File: src/rtl/decode_stage.sv
// -----------------------------------------------------------------------------
// decode_stage
//
// Registered RV32I-subset decoder between fetch and execute. Instruction words
// arrive over a valid/ready handshake, are decoded combinationally and captured
// into a two-entry buffer: a main register that drives the outputs and a skid
// register. The skid entry lets the stage take one more word in the same cycle
// that execute stalls, so throughput stays at one instruction per cycle.
// Unsupported encodings are passed downstream with out_illegal set. They are
// not dropped.
//
// Ports
//   clk            clock; all state updates on the rising edge
//   rst_n          asynchronous active-low reset
//   flush          synchronous discard of every held entry and of this cycle's input
//   in_valid       fetch presents an instruction
//   in_ready       stage can accept (registered)
//   in_instr       32-bit instruction word
//   in_pc          instruction address
//   out_valid      decoded bundle valid
//   out_ready      execute accepts the bundle
//   out_pc         passed-through PC
//   out_rd/rs1/rs2 register indices instr[11:7], [19:15], [24:20]
//   out_imm        sign-extended immediate
//   out_alu_ctrl   ADD 000, SUB 001, AND 010, OR 011, SLT 101
//   out_alu_src    1 = ALU operand B is the immediate
//   out_reg_write, out_mem_write, out_branch, out_jump  control strobes
//   out_result_src 00 ALU, 01 memory, 10 PC+4, 11 immediate
//   out_illegal    unsupported encoding
// -----------------------------------------------------------------------------
module decode_stage #(
  parameter int XLEN = 32  // only 32 is supported
) (
  input  logic            clk,
  input  logic            rst_n,
  input  logic            flush,
  input  logic            in_valid,
  output logic            in_ready,
  input  logic [31:0]     in_instr,
  input  logic [XLEN-1:0] in_pc,
  output logic            out_valid,
  input  logic            out_ready,
  output logic [XLEN-1:0] out_pc,
  output logic [4:0]      out_rd,
  output logic [4:0]      out_rs1,
  output logic [4:0]      out_rs2,
  output logic [31:0]     out_imm,
  output logic [2:0]      out_alu_ctrl,
  output logic            out_alu_src,
  output logic            out_reg_write,
  output logic            out_mem_write,
  output logic            out_branch,
  output logic            out_jump,
  output logic [1:0]      out_result_src,
  output logic            out_illegal
);

  localparam logic [6:0] OP_REG    = 7'b0110011;
  localparam logic [6:0] OP_IMM    = 7'b0010011;
  localparam logic [6:0] OP_LOAD   = 7'b0000011;
  localparam logic [6:0] OP_STORE  = 7'b0100011;
  localparam logic [6:0] OP_BRANCH = 7'b1100011;
  localparam logic [6:0] OP_JAL    = 7'b1101111;
  localparam logic [6:0] OP_LUI    = 7'b0110111;

  localparam logic [6:0] F7_BASE = 7'b0000000;
  localparam logic [6:0] F7_ALT  = 7'b0100000;

  localparam logic [2:0] ALU_ADD = 3'b000;
  localparam logic [2:0] ALU_SUB = 3'b001;
  localparam logic [2:0] ALU_AND = 3'b010;
  localparam logic [2:0] ALU_OR  = 3'b011;
  localparam logic [2:0] ALU_SLT = 3'b101;

  localparam logic [1:0] RES_ALU = 2'b00;
  localparam logic [1:0] RES_MEM = 2'b01;
  localparam logic [1:0] RES_PC4 = 2'b10;
  localparam logic [1:0] RES_IMM = 2'b11;

  typedef struct packed {
    logic [XLEN-1:0] pc;
    logic [4:0]      rd;
    logic [4:0]      rs1;
    logic [4:0]      rs2;
    logic [31:0]     imm;
    logic [2:0]      alu_ctrl;
    logic            alu_src;
    logic            reg_write;
    logic            mem_write;
    logic            branch;
    logic            jump;
    logic [1:0]      result_src;
    logic            illegal;
  } bundle_t;

  typedef enum logic [1:0] {
    ST_EMPTY = 2'b00,
    ST_ONE   = 2'b01,
    ST_TWO   = 2'b10
  } state_t;

  // ---------------------------------------------------------------------------
  // Combinational decode of the incoming word
  // ---------------------------------------------------------------------------
  logic [6:0]  opcode;
  logic [2:0]  funct3;
  logic [6:0]  funct7;
  logic [31:0] imm_i;
  logic [31:0] imm_s;
  logic [31:0] imm_b;
  logic [31:0] imm_j;
  logic [31:0] imm_u;
  logic        legal;
  bundle_t     dec;

  assign opcode = in_instr[6:0];
  assign funct3 = in_instr[14:12];
  assign funct7 = in_instr[31:25];

  assign imm_i = {{20{in_instr[31]}}, in_instr[31:20]};
  assign imm_s = {{20{in_instr[31]}}, in_instr[31:25], in_instr[11:7]};
  assign imm_b = {{19{in_instr[31]}}, in_instr[31], in_instr[7],
                  in_instr[30:25], in_instr[11:8], 1'b0};
  assign imm_j = {{11{in_instr[31]}}, in_instr[31], in_instr[19:12],
                  in_instr[20], in_instr[30:21], 1'b0};
  assign imm_u = {in_instr[31:12], 12'b0};

  always_comb begin
    dec     = '0;
    legal   = 1'b0;
    dec.pc  = in_pc;
    dec.rd  = in_instr[11:7];
    dec.rs1 = in_instr[19:15];
    dec.rs2 = in_instr[24:20];

    case (opcode)
      OP_REG: begin
        dec.reg_write  = 1'b1;
        dec.result_src = RES_ALU;
        case (funct3)
          3'b000: begin
            if (funct7 == F7_BASE) begin
              dec.alu_ctrl = ALU_ADD;
              legal        = 1'b1;
            end else if (funct7 == F7_ALT) begin
              dec.alu_ctrl = ALU_SUB;
              legal        = 1'b1;
            end
          end
          3'b010: begin
            dec.alu_ctrl = ALU_SLT;
            legal        = (funct7 == F7_BASE);
          end
          3'b110: begin
            dec.alu_ctrl = ALU_OR;
            legal        = (funct7 == F7_BASE);
          end
          3'b111: begin
            dec.alu_ctrl = ALU_AND;
            legal        = (funct7 == F7_BASE);
          end
          default: ;
        endcase
      end

      OP_IMM: begin
        dec.imm        = imm_i;
        dec.alu_src    = 1'b1;
        dec.reg_write  = 1'b1;
        dec.result_src = RES_ALU;
        case (funct3)
          3'b000: begin dec.alu_ctrl = ALU_ADD; legal = 1'b1; end
          3'b010: begin dec.alu_ctrl = ALU_SLT; legal = 1'b1; end
          3'b110: begin dec.alu_ctrl = ALU_OR;  legal = 1'b1; end
          3'b111: begin dec.alu_ctrl = ALU_AND; legal = 1'b1; end
          default: ;
        endcase
      end

      OP_LOAD: begin
        dec.alu_ctrl   = ALU_ADD;
        dec.imm        = imm_i;
        dec.alu_src    = 1'b1;
        dec.reg_write  = 1'b1;
        dec.result_src = RES_MEM;
        legal          = (funct3 == 3'b010);
      end

      OP_STORE: begin
        dec.alu_ctrl  = ALU_ADD;
        dec.imm       = imm_s;
        dec.alu_src   = 1'b1;
        dec.mem_write = 1'b1;
        legal         = (funct3 == 3'b010);
      end

      OP_BRANCH: begin
        dec.alu_ctrl = ALU_SUB;
        dec.imm      = imm_b;
        dec.branch   = 1'b1;
        legal        = (funct3 == 3'b000);
      end

      OP_JAL: begin
        dec.imm        = imm_j;
        dec.jump       = 1'b1;
        dec.reg_write  = 1'b1;
        dec.result_src = RES_PC4;
        legal          = 1'b1;
      end

      OP_LUI: begin
        dec.imm        = imm_u;
        dec.reg_write  = 1'b1;
        dec.result_src = RES_IMM;
        legal          = 1'b1;
      end

      default: ;
    endcase

    // An unsupported word must not have side effects downstream. The
    // pass-through fields are kept so the trap handler can report them.
    if (!legal) begin
      dec.illegal   = 1'b1;
      dec.reg_write = 1'b0;
      dec.mem_write = 1'b0;
      dec.branch    = 1'b0;
      dec.jump      = 1'b0;
      dec.alu_ctrl  = ALU_ADD;
    end
  end

  // ---------------------------------------------------------------------------
  // Two-entry buffer control
  // ---------------------------------------------------------------------------
  state_t  state_q, state_d;
  logic    in_ready_q;
  bundle_t main_q, main_d;
  bundle_t skid_q, skid_d;
  logic    accept;
  logic    xfer;
  logic    load_main;
  logic    load_skid;
  logic    skid_to_main;

  assign out_valid = (state_q != ST_EMPTY);
  assign in_ready  = in_ready_q;
  assign accept    = in_valid & in_ready_q;
  assign xfer      = out_valid & out_ready;

  always_comb begin
    state_d      = state_q;
    load_main    = 1'b0;
    load_skid    = 1'b0;
    skid_to_main = 1'b0;

    case (state_q)
      ST_EMPTY: begin
        if (accept) begin
          load_main = 1'b1;
          state_d   = ST_ONE;
        end
      end
      ST_ONE: begin
        if (accept && out_ready) begin
          load_main = 1'b1;
        end else if (accept) begin
          load_skid = 1'b1;
          state_d   = ST_TWO;
        end else if (out_ready) begin
          state_d = ST_EMPTY;
        end
      end
      ST_TWO: begin
        // in_ready is low here, so nothing new can arrive this cycle
        if (out_ready) begin
          skid_to_main = 1'b1;
          state_d      = ST_ONE;
        end
      end
      default: state_d = ST_EMPTY;
    endcase

    // A flush overrides everything, including a word accepted this cycle
    if (flush) begin
      state_d      = ST_EMPTY;
      load_main    = 1'b0;
      load_skid    = 1'b0;
      skid_to_main = 1'b0;
    end
  end

  always_comb begin
    main_d = main_q;
    if (load_main) begin
      main_d = dec;
    end else if (skid_to_main) begin
      main_d = skid_q;
    end
  end

  always_comb begin
    skid_d = skid_q;
    if (load_skid) begin
      skid_d = dec;
    end
  end

  always_ff @(posedge clk or negedge rst_n) begin
    if (!rst_n) begin
      state_q    <= ST_EMPTY;
      in_ready_q <= 1'b1;
      main_q     <= '0;
      skid_q     <= '0;
    end else begin
      state_q    <= state_d;
      in_ready_q <= (state_d != ST_TWO);
      main_q     <= main_d;
      skid_q     <= skid_d;
    end
  end

  assign out_pc         = main_q.pc;
  assign out_rd         = main_q.rd;
  assign out_rs1        = main_q.rs1;
  assign out_rs2        = main_q.rs2;
  assign out_imm        = main_q.imm;
  assign out_alu_ctrl   = main_q.alu_ctrl;
  assign out_alu_src    = main_q.alu_src;
  assign out_reg_write  = main_q.reg_write;
  assign out_mem_write  = main_q.mem_write;
  assign out_branch     = main_q.branch;
  assign out_jump       = main_q.jump;
  assign out_result_src = main_q.result_src;
  assign out_illegal    = main_q.illegal;

endmodule

File: config.mk
export PLATFORM = sky130hd
export DESIGN_NAME = decode_stage
export DESIGN_NICKNAME = d
export VERILOG_FILES = /design/src/rtl/decode_stage.sv
export SDC_FILE = /design/constraint.sdc
export NUM_CORES = 1
export LEC_CHECK = 0
export ABC_CLOCK_PERIOD_IN_PS = 3050
export CAP_MARGIN = 20
export CORE_MARGIN = 10
export CORE_UTILIZATION = 55
export CTS_CLUSTER_DIAMETER = 150
export DETAILED_ROUTE_END_ITERATION = 6
export GPL_TIMING_DRIVEN = 0
export PLACE_DENSITY_LB_ADDON = 0.15
export RECOVER_POWER = 25
export SETUP_SLACK_MARGIN = 0.3
export SLEW_MARGIN = 10
export SYNTH_ARGS = -nofsm -noshare
export SYNTH_HDL_FRONTEND = slang
export SYNTH_SLANG_ARGS = --single-unit
File: constraint.sdc
create_clock -name clk -period 3.05 [get_ports clk]
set_clock_uncertainty 0.15 [all_clocks]
set_input_delay 0.61 -clock clk [delete_from_list [all_inputs] [get_ports clk]]
set_output_delay 0.61 -clock clk [all_outputs]
set_load 0.01 [all_outputs]
# Word-level counts from Yosys, hierarchy flattened
# Cells that the tools add are included.
[totals] reg_bits=183 output_inout_bits=92 word_cells=95
[classes] n_mux=39 n_eq_ne=14 n_bitwise=1 reduce_logical=13
[ops] op="90-bit 2-to-1 mux" count=2
[ops] op="32-bit one-hot mux with 5 select lines" count=1
[ops] op="7-bit by 6-bit equality test with 1-bit output, second input constant" count=4
[ops] op="1-bit 2-to-1 mux" count=19
[ops] op="3-bit one-hot mux with 3 select lines" count=2
[ops] op="7-bit equality test, second input constant" count=2
[ops] op="2-bit 2-to-1 mux" count=6
[ops] op="2-bit one-hot mux with 3 select lines" count=2
[ops] op="3-bit one-hot mux with 4 select lines" count=1
[ops] op="7-bit by 2-bit equality test with 1-bit output, second input constant" count=1
[ops] op="7-bit by 5-bit equality test with 1-bit output, second input constant" count=1
[ops] op="7-bit logical NOT" count=1
[ops] op="3-bit equality test, second input constant" count=2
[ops] op="3-bit 2-to-1 mux" count=2
[ops] op="2-bit OR reduction" count=3
[ops] op="3-bit OR reduction" count=2
[ops] op="1-bit one-hot mux with 5 select lines" count=1
[ops] op="5-bit OR reduction" count=1
[ops] op="4-bit 2-to-1 mux" count=1
[ops] op="1-bit one-hot mux with 2 select lines" count=2
[ops] op="2-bit nonzero test" count=2
[ops] op="4-bit OR reduction" count=1
[ops] op="3-bit by 2-bit equality test with 1-bit output, second input constant" count=1
[ops] op="3-bit logical NOT" count=1
[ops] op="other kinds (6)" count=6

# Longest topological paths before layout
# Gate-level depths: netlist of the first run.
[logic_depth] ltp_word=7 ltp_mapped=7

# Worst setup path after synthesis of the first run
# Ideal clock, no wire load.
[synth_path] path_type="input-to-reg" from="in in_instr[6]" to="reg main_q (netlist bit out_illegal)" setup_time_ps=118 arrival_ps=1903 cell_stages=6 slack_ps=879 n_path_buf=1 cell_sequence="or3b_1 and4bb_1 a31oi_1 and4b_1 buf_6 a21o_1"
[synth_between] elab_chain_cells=5
[synth_lines] item="from (decl)" line="39" rtl="input logic [31:0] in_instr,"
[synth_lines] item="7-bit equality test, or another cell as far along" line="136" rtl="case (opcode)"
[synth_lines] item="2-bit OR reduction (no line)"
[synth_lines] item="1-bit one-hot mux with 5 select lines *" line="136"
[synth_lines] item="1-bit 2-to-1 mux *" line="224" rtl="if (!legal) begin"
[synth_lines] item="90-bit 2-to-1 mux *" line="296" rtl="if (load_main) begin"
[synth_lines] item="to (signal assigned)" line="319" rtl="main_q <= main_d;"
[synth_lines] item="to (decl)" line="239" rtl="bundle_t main_q, main_d;"
# Every way passes the cells marked *; elsewhere a longest branch is shown, timed or not.
# A chain may end at the register's enable or synchronous reset.

# Worst setup path in the final report of the first run
[layout_path] from="in in_instr[3]" to="reg skid_q[6] (netlist name)"
[layout_between] elab_chain_cells=4
[layout_lines] item="7-bit equality test, or another cell as far along" line="136"
[layout_lines] item="2-bit OR reduction (no line) / 5-bit OR reduction (equally long branches)"
[layout_lines] item="1-bit one-hot mux with 5 select lines / 1-bit 2-to-1 mux (equally long branches)" line="136"
[layout_lines] item="4-bit 2-to-1 mux *" line="224"
[layout_lines] item="to (signal assigned)" line="320" rtl="skid_q <= skid_d;"
[layout_lines] item="to (decl)" line="240" rtl="bundle_t skid_q, skid_d;"
# Marks and branches as above.

==> results.cfg, run 1 <==
[run_status]
status = finished, violations left
violations = max-capacitance violations, max-slew violations

[synth]
synth.net_count = 942
synth-edff-count = 0
synth_area_per_cell_um2 = 9.06
synth_mux_area_share_pct = 0.965
ys_types = 44
ys_warn_count = 0
synthArstFlopShare_pct = 100
synth_xor_area_share_pct = 0
yosys.area_share.adder_pct = 0
synth_area_mm2 = 0.00791
ys_seq_elements = 183
synthFlopType = dfrtp_1
synth_compound_area_share_pct = 15.6
seq_area_frac_synth_pct = 57.9
netlist_instances = 873
ys_top_cells_by_area = dfrtp_1, nand2_1, a31oi_1
synthSimpleGateAreaFrac_pct = 22.5
synth_area_leader_cell = dfrtp_1
yosysTopAreaCellShare_pct = 57.6
synth_top_family_by_area = simple AND/OR/NAND/NOR gates

[die]
rows = 43
die-area_mm2 = 0.0196
die_x_um = 140
ios = 161
die_h_um = 140
core_area_mm2 = 0.0140
start_util_pct = 56.5

[worst_setup_path]
slowest_delay_ns = 0.65
critical_path.startpoint_type = input pin
worstSetupEndpointType = register
cp_cell_sequence = clkdlybuf4s50_1, nand4bb_1, nor4_1, and4b_1, buf_6, o31ai_2
path_class = input pin to register
crit_required_ns = 3.24
path_max_fanout = 10
arrival_ns = 2.85
crit_slowest_cell = nor4_1

[layout]
fin_cells = 1245
area_growth_pct = 32.0
n_antenna_cell = 0
final_common_cell = nand2_1
mostFrequentLayoutCells = nand2_1, dfrtp_1, clkdlybuf4s50_1
layout.nets = 1121
post-route-util_pct = 74.6
drive_gt1_share_pct = 6.57

[power_and_ir_drop]
ir_worst_vdd_mv = 0.426
p_leak_uw = 0.00476
cellPowerDensity_mw_per_mm2 = 648

[detailed_routing]
drtIter0Drc = 676
vias = 7188
wl_um = 24100
drc = 0
ant_nets = 0
wl_per_cell_um = 19.3
via_per_inst = 5.77
drt-pass1-iter-count = 5

[timing]
max_freq_mhz = 376
layout_setup_ws_ns = 0.392
slew_headroom_pct = -47.9
slew_violations = 98
hold_violations = 0
tightest_slew_ns = 2.22
fin_crit_sh_pct = 87.2
finalCriticalPeriod_ns = 2.66
rsz0062_at_grt = false
setup_viol = 0
tns_ns = 0

[global_route]
grt_max_degree = 99
antenna_found_initial = 0
grt_pass1_wl_um = 38700
grt_use_total_pct = 24.4
grt_overflow_total = 0
grt_pass1_vias = 7158

[worst_hold_path]
hp-class = register to register

[place]
dpl.hpwl_um = 16600
port_buffers = 159
place_inst = 1213
place_ws_ns = -0.416
place.gp.congestion = 0.893

[clock_tree]
cts_root_buffer = clkbuf_16
cts_hold_buf = 0
clkSlewWorstSetupHoldPaths_ns = 0.07
numCtsBuffers = 17
cts_sinks = 183
cts_tree = done
htreeDepth = 4
clock_latency_ns = 0.43
cts_buffer_depth = 2

[flow_run]
cap_violations = 1
timing repair:
item | 4_1_cts | 5_1_grt
endpoints found under the setup margin | 33 | 102
resized for setup | 2 | 20
gates cloned | 0 | 0
buffers inserted | 0 | 0
critical path: cells and delay by family:
kind | cells | cell delay (ns)
AOI/OAI and AO/OA | 1 | 0.21
and+or+nand+nor | 3 | 1.31
buffers and inverters | 2 | 0.72
synth_stat cells (2+ instances only):
library cell  instances
a22oi_1              28
clkbuf_1             44
o31ai_2               4
a21o_1                9
buf_1                 9
a21oi_1              24
nor2_1               78
buf_2                 5
inv_1                 2
a31oi_1              50
nand3_1               6
dfrtp_1             182
nor3_1                2
o21ai_0              37
a22o_1               12
nand3b_1              4
or3_1                 3
nand2_1             321
and3_1                4
mux2i_1               2
a32oi_1              11
o41ai_1               2
nor4_1                3
mux2_2                5
or2_2                 4
nor2b_1               4
layout make-up:
cell class	count	area, um2
Buffer	59	250
Clock buffer	19	443
Clock inverter	13	225
Fill cell	1067	3550
Inverter	2	7.51
Multi-Input combinational cell	629	3100
Sequential cell	183	4580
Tap cell	180	225
Timing Repair Buffer	160	1610
flip-flops by register name, indices dropped and copies added (netlist names), 2 cells and up:
name            flops
out_rs2             5
skid_q             90
state_q             2
out_rd              5
out_pc             32
out_imm            32
out_result_src      2
out_rs1             5
out_alu_ctrl        3
worst paths after layout:
path	start	end	slack [ns]	depth (start not counted)
max in group asynchronous	rst_n	skid_q[9]	0.75	1
max reg2reg	in_ready	out_imm[18]	0.57	6
max	in_instr[3]	skid_q[6]	0.39	6
min reg2reg	skid_q[53]	skid_q[53]	0.33	2
min	skid_q[53]	skid_q[53]	0.33	2
min in group asynchronous	rst_n	out_imm[8]	0.67	1
per-layer routing:
| metal | GRT usage, % | vias up | share of wire (%) |
|---|---|---|---|
| met1 | 33.3 | 3528 | 42 |
| met5 | 0 | - | 0 |
| met2 | 36.8 | 318 | 47 |
| met4 | 5.98 | 0 | 1.4 |
| met3 | 7.84 | 26 | 8.9 |
| li1 | - | 3316 | - |
stage by stage:
step                total power (uW)  hold slack (ns)  area [um2]
floorplan                       3600            0.164        7910
global placement                4260            0.307        9720
detailed placement              4300            0.312        9760
CTS                             6790           0.0822       10400
global route                    7060            0.341       10400
finish                          6770            0.327       10400
where the power goes:
group | internal, uW | switching (uW) | total (uW)
Sequential | 2840 | 230 | 3070
Combinational | 604 | 596 | 1200
Clock | 1560 | 942 | 2500
cells by family after synthesis:
kind of cell,count (synthesis)
compound gates,184
buf+inv,61
flops,183
mux,7
simple gates,438
Note: power is estimated with default switching activity, not from simulation.
==> inputs of run 2 (changes only) <==
--- a/config.mk
+++ b/config.mk
@@ -14,6 +14,7 @@
 export GPL_TIMING_DRIVEN = 0
 export PLACE_DENSITY_LB_ADDON = 0.15
 export RECOVER_POWER = 25
+export REMOVE_ABC_BUFFERS = 1
 export SETUP_SLACK_MARGIN = 0.3
 export SLEW_MARGIN = 10
 export SYNTH_ARGS = -nofsm -noshare
==> run 2 against run 1 <==
Against the previous run:
- the run now ends clean
- first-iteration DRC count fell by 0.89%
- setup slack got worse by 0.028 ns
- sequential power barely moved
- via count fell by 3.6%
- critical path depth did not move
- cell count fell by 3.2%
- global-route usage fell by 1.7 points
- wire length fell by 6.0%
- clock power fell by 4%
- critical path type unchanged
- largest cell class unchanged
- highest routed layer unchanged
==> results.cfg, run 2 (synthesis results as in run 1) <==
[worst_setup_path]
crit_required_ns = 3.22
rrSetupSlack_ns = 0.48
arrival_ns = 2.85
r2r_cells = 6
r2r-end = skid_q[39]
reg2reg_from = in_ready
path_max_fanout = 12
crit_end = skid_q[0]
critical_path.startpoint_type = input pin
path_class = input pin to register
worstSetupEndpointType = register
startpoint = in_instr[4]

[die]
die-area_mm2 = 0.0196
rows = 43
die_x_um = 140
die_h_um = 140
core_area_mm2 = 0.0140
start_util_pct = 56.5
ios = 161

[place]
dpl.hpwl_um = 14100
port_buffers = 160
place.gp.congestion = 0.837
place_ws_ns = -0.939

[timing]
rsz0062_at_grt = true
finalCriticalPeriod_ns = 2.69
max_freq_mhz = 372
slew_violations = 0
layout_setup_ws_ns = 0.364
tightest_slew_ns = 0.748
setup_viol = 0
fin_crit_sh_pct = 88.1
timing.hold.ws_ns = 0.326
slew_headroom_pct = 50.2
hold_violations = 0

[clock_tree]
clkSlewWorstSetupHoldPaths_ns = 0.07
cts_sinks = 183
clock_latency_ns = 0.43
cts_buffer_depth = 2
numCtsBuffers = 17
htreeDepth = 4
cts_tree = done
cts_root_buffer = clkbuf_16

[worst_hold_path]
hold_depth = 2
worst_hold_startpoint = skid_q[77]
hp-class = register to register

[power_and_ir_drop]
cellPowerDensity_mw_per_mm2 = 632
p_leak_uw = 0.00480
ir_worst_vdd_mv = 0.389

[detailed_routing]
wl_per_cell_um = 18.8
wl_um = 22600
drc = 0
drtIter0Drc = 670
via_per_inst = 5.75
ant_nets = 0
vias = 6930
drt-pass1-iter-count = 5

[global_route]
grt_use_total_pct = 22.7
antenna_found_initial = 0
grt_max_degree = 113
grt_overflow_total = 0
grt_pass1_vias = 6949
grt_pass1_wl_um = 36500

[layout]
largest_register = skid_q
fillers = 995
n_antenna_cell = 0
area.sequential_mm2 = 0.00458
largest_reg_flops = 90
drive_gt1_share_pct = 8.49
layout.nets = 1081
mostFrequentLayoutCells = nand2_1, dfrtp_1, clkdlybuf4s50_1
final_common_cell = nand2_1
area_growth_pct = 33.3
multi_input_area_mm2 = 0.00323

[flow_run]
cap_violations = 0

[run_status]
status = finished, final reports clean
run 2: per-stage QoR:
step / utilization [%] / std cells / cell area [um2] / power, uW / setup TNS, ns
2_1_floorplan: - / 814 / 7670 / 3590 / -251.03
3_3_place_gp: 67.9 / 1154 / 9500 / 4240 / -1924.82
3_5_place_dp: 69.7 / 1168 / 9750 / 4290 / -37.46
4_1_cts: 74.8 / 1202 / 10500 / 6680 / 0
5_1_grt: 75.3 / 1205 / 10500 / 6960 / 0
6_report: 75.3 / 1205 / 10500 / 6660 / 0
run 2: what timing repair did:
action / 4_1_cts / 5_1_grt
gates resized for setup: 11 / 14
hold buffers: 1 / 0
endpoints found under the setup margin: 66 / 87
cloned: 1 / 0
buffers inserted: 0 / 3
endpoints found under the hold margin: 5 / 0
pin swaps: 0 / 2
run 2: worst max-delay path, stage by stage:
cell             delay, ns
clkdlybuf4s50_1       0.67
or3b_1                0.49
and4bb_1              0.34
a31oi_1               0.08
and4b_2               0.36
mux2_2                0.30
run 2: worst min-delay path by stage:
stage,slack [ns],to
floorplan,0.16,out_alu_ctrl[0]
global placement,0.31,skid_q[73]
detailed placement,0.31,skid_q[77]
CTS,0.33,skid_q[61]
global route,0.35,skid_q[72]
finish,0.33,skid_q[77]
run 2: layer usage:
layer,wire length (um),up-vias,GRT usage (%)
met4,441,0,8.53
met3,1590,40,5.81
met1,9610,3389,29.2
li1,-,3233,-
met2,11000,268,36.1
met5,0,-,0
run 2: power breakdown:
group | internal (uW) | switching (uW)
sequential | 2840 | 223
combinational | 614 | 597
clock | 1460 | 930
total | 4910 | 1750
run 2: area by class of cell:
| type | count | share of cell area [%] |
|---|---|---|
| timing repair buffer | 178 | 17.5 |
| multi-input combinational | 630 | 30.7 |
| tap | 180 | 2.14 |
| sequential | 183 | 43.5 |
| clock buffer | 21 | 4.56 |
| clock inverter | 11 | 1.60 |
| inverter | 2 | 0.0712 |
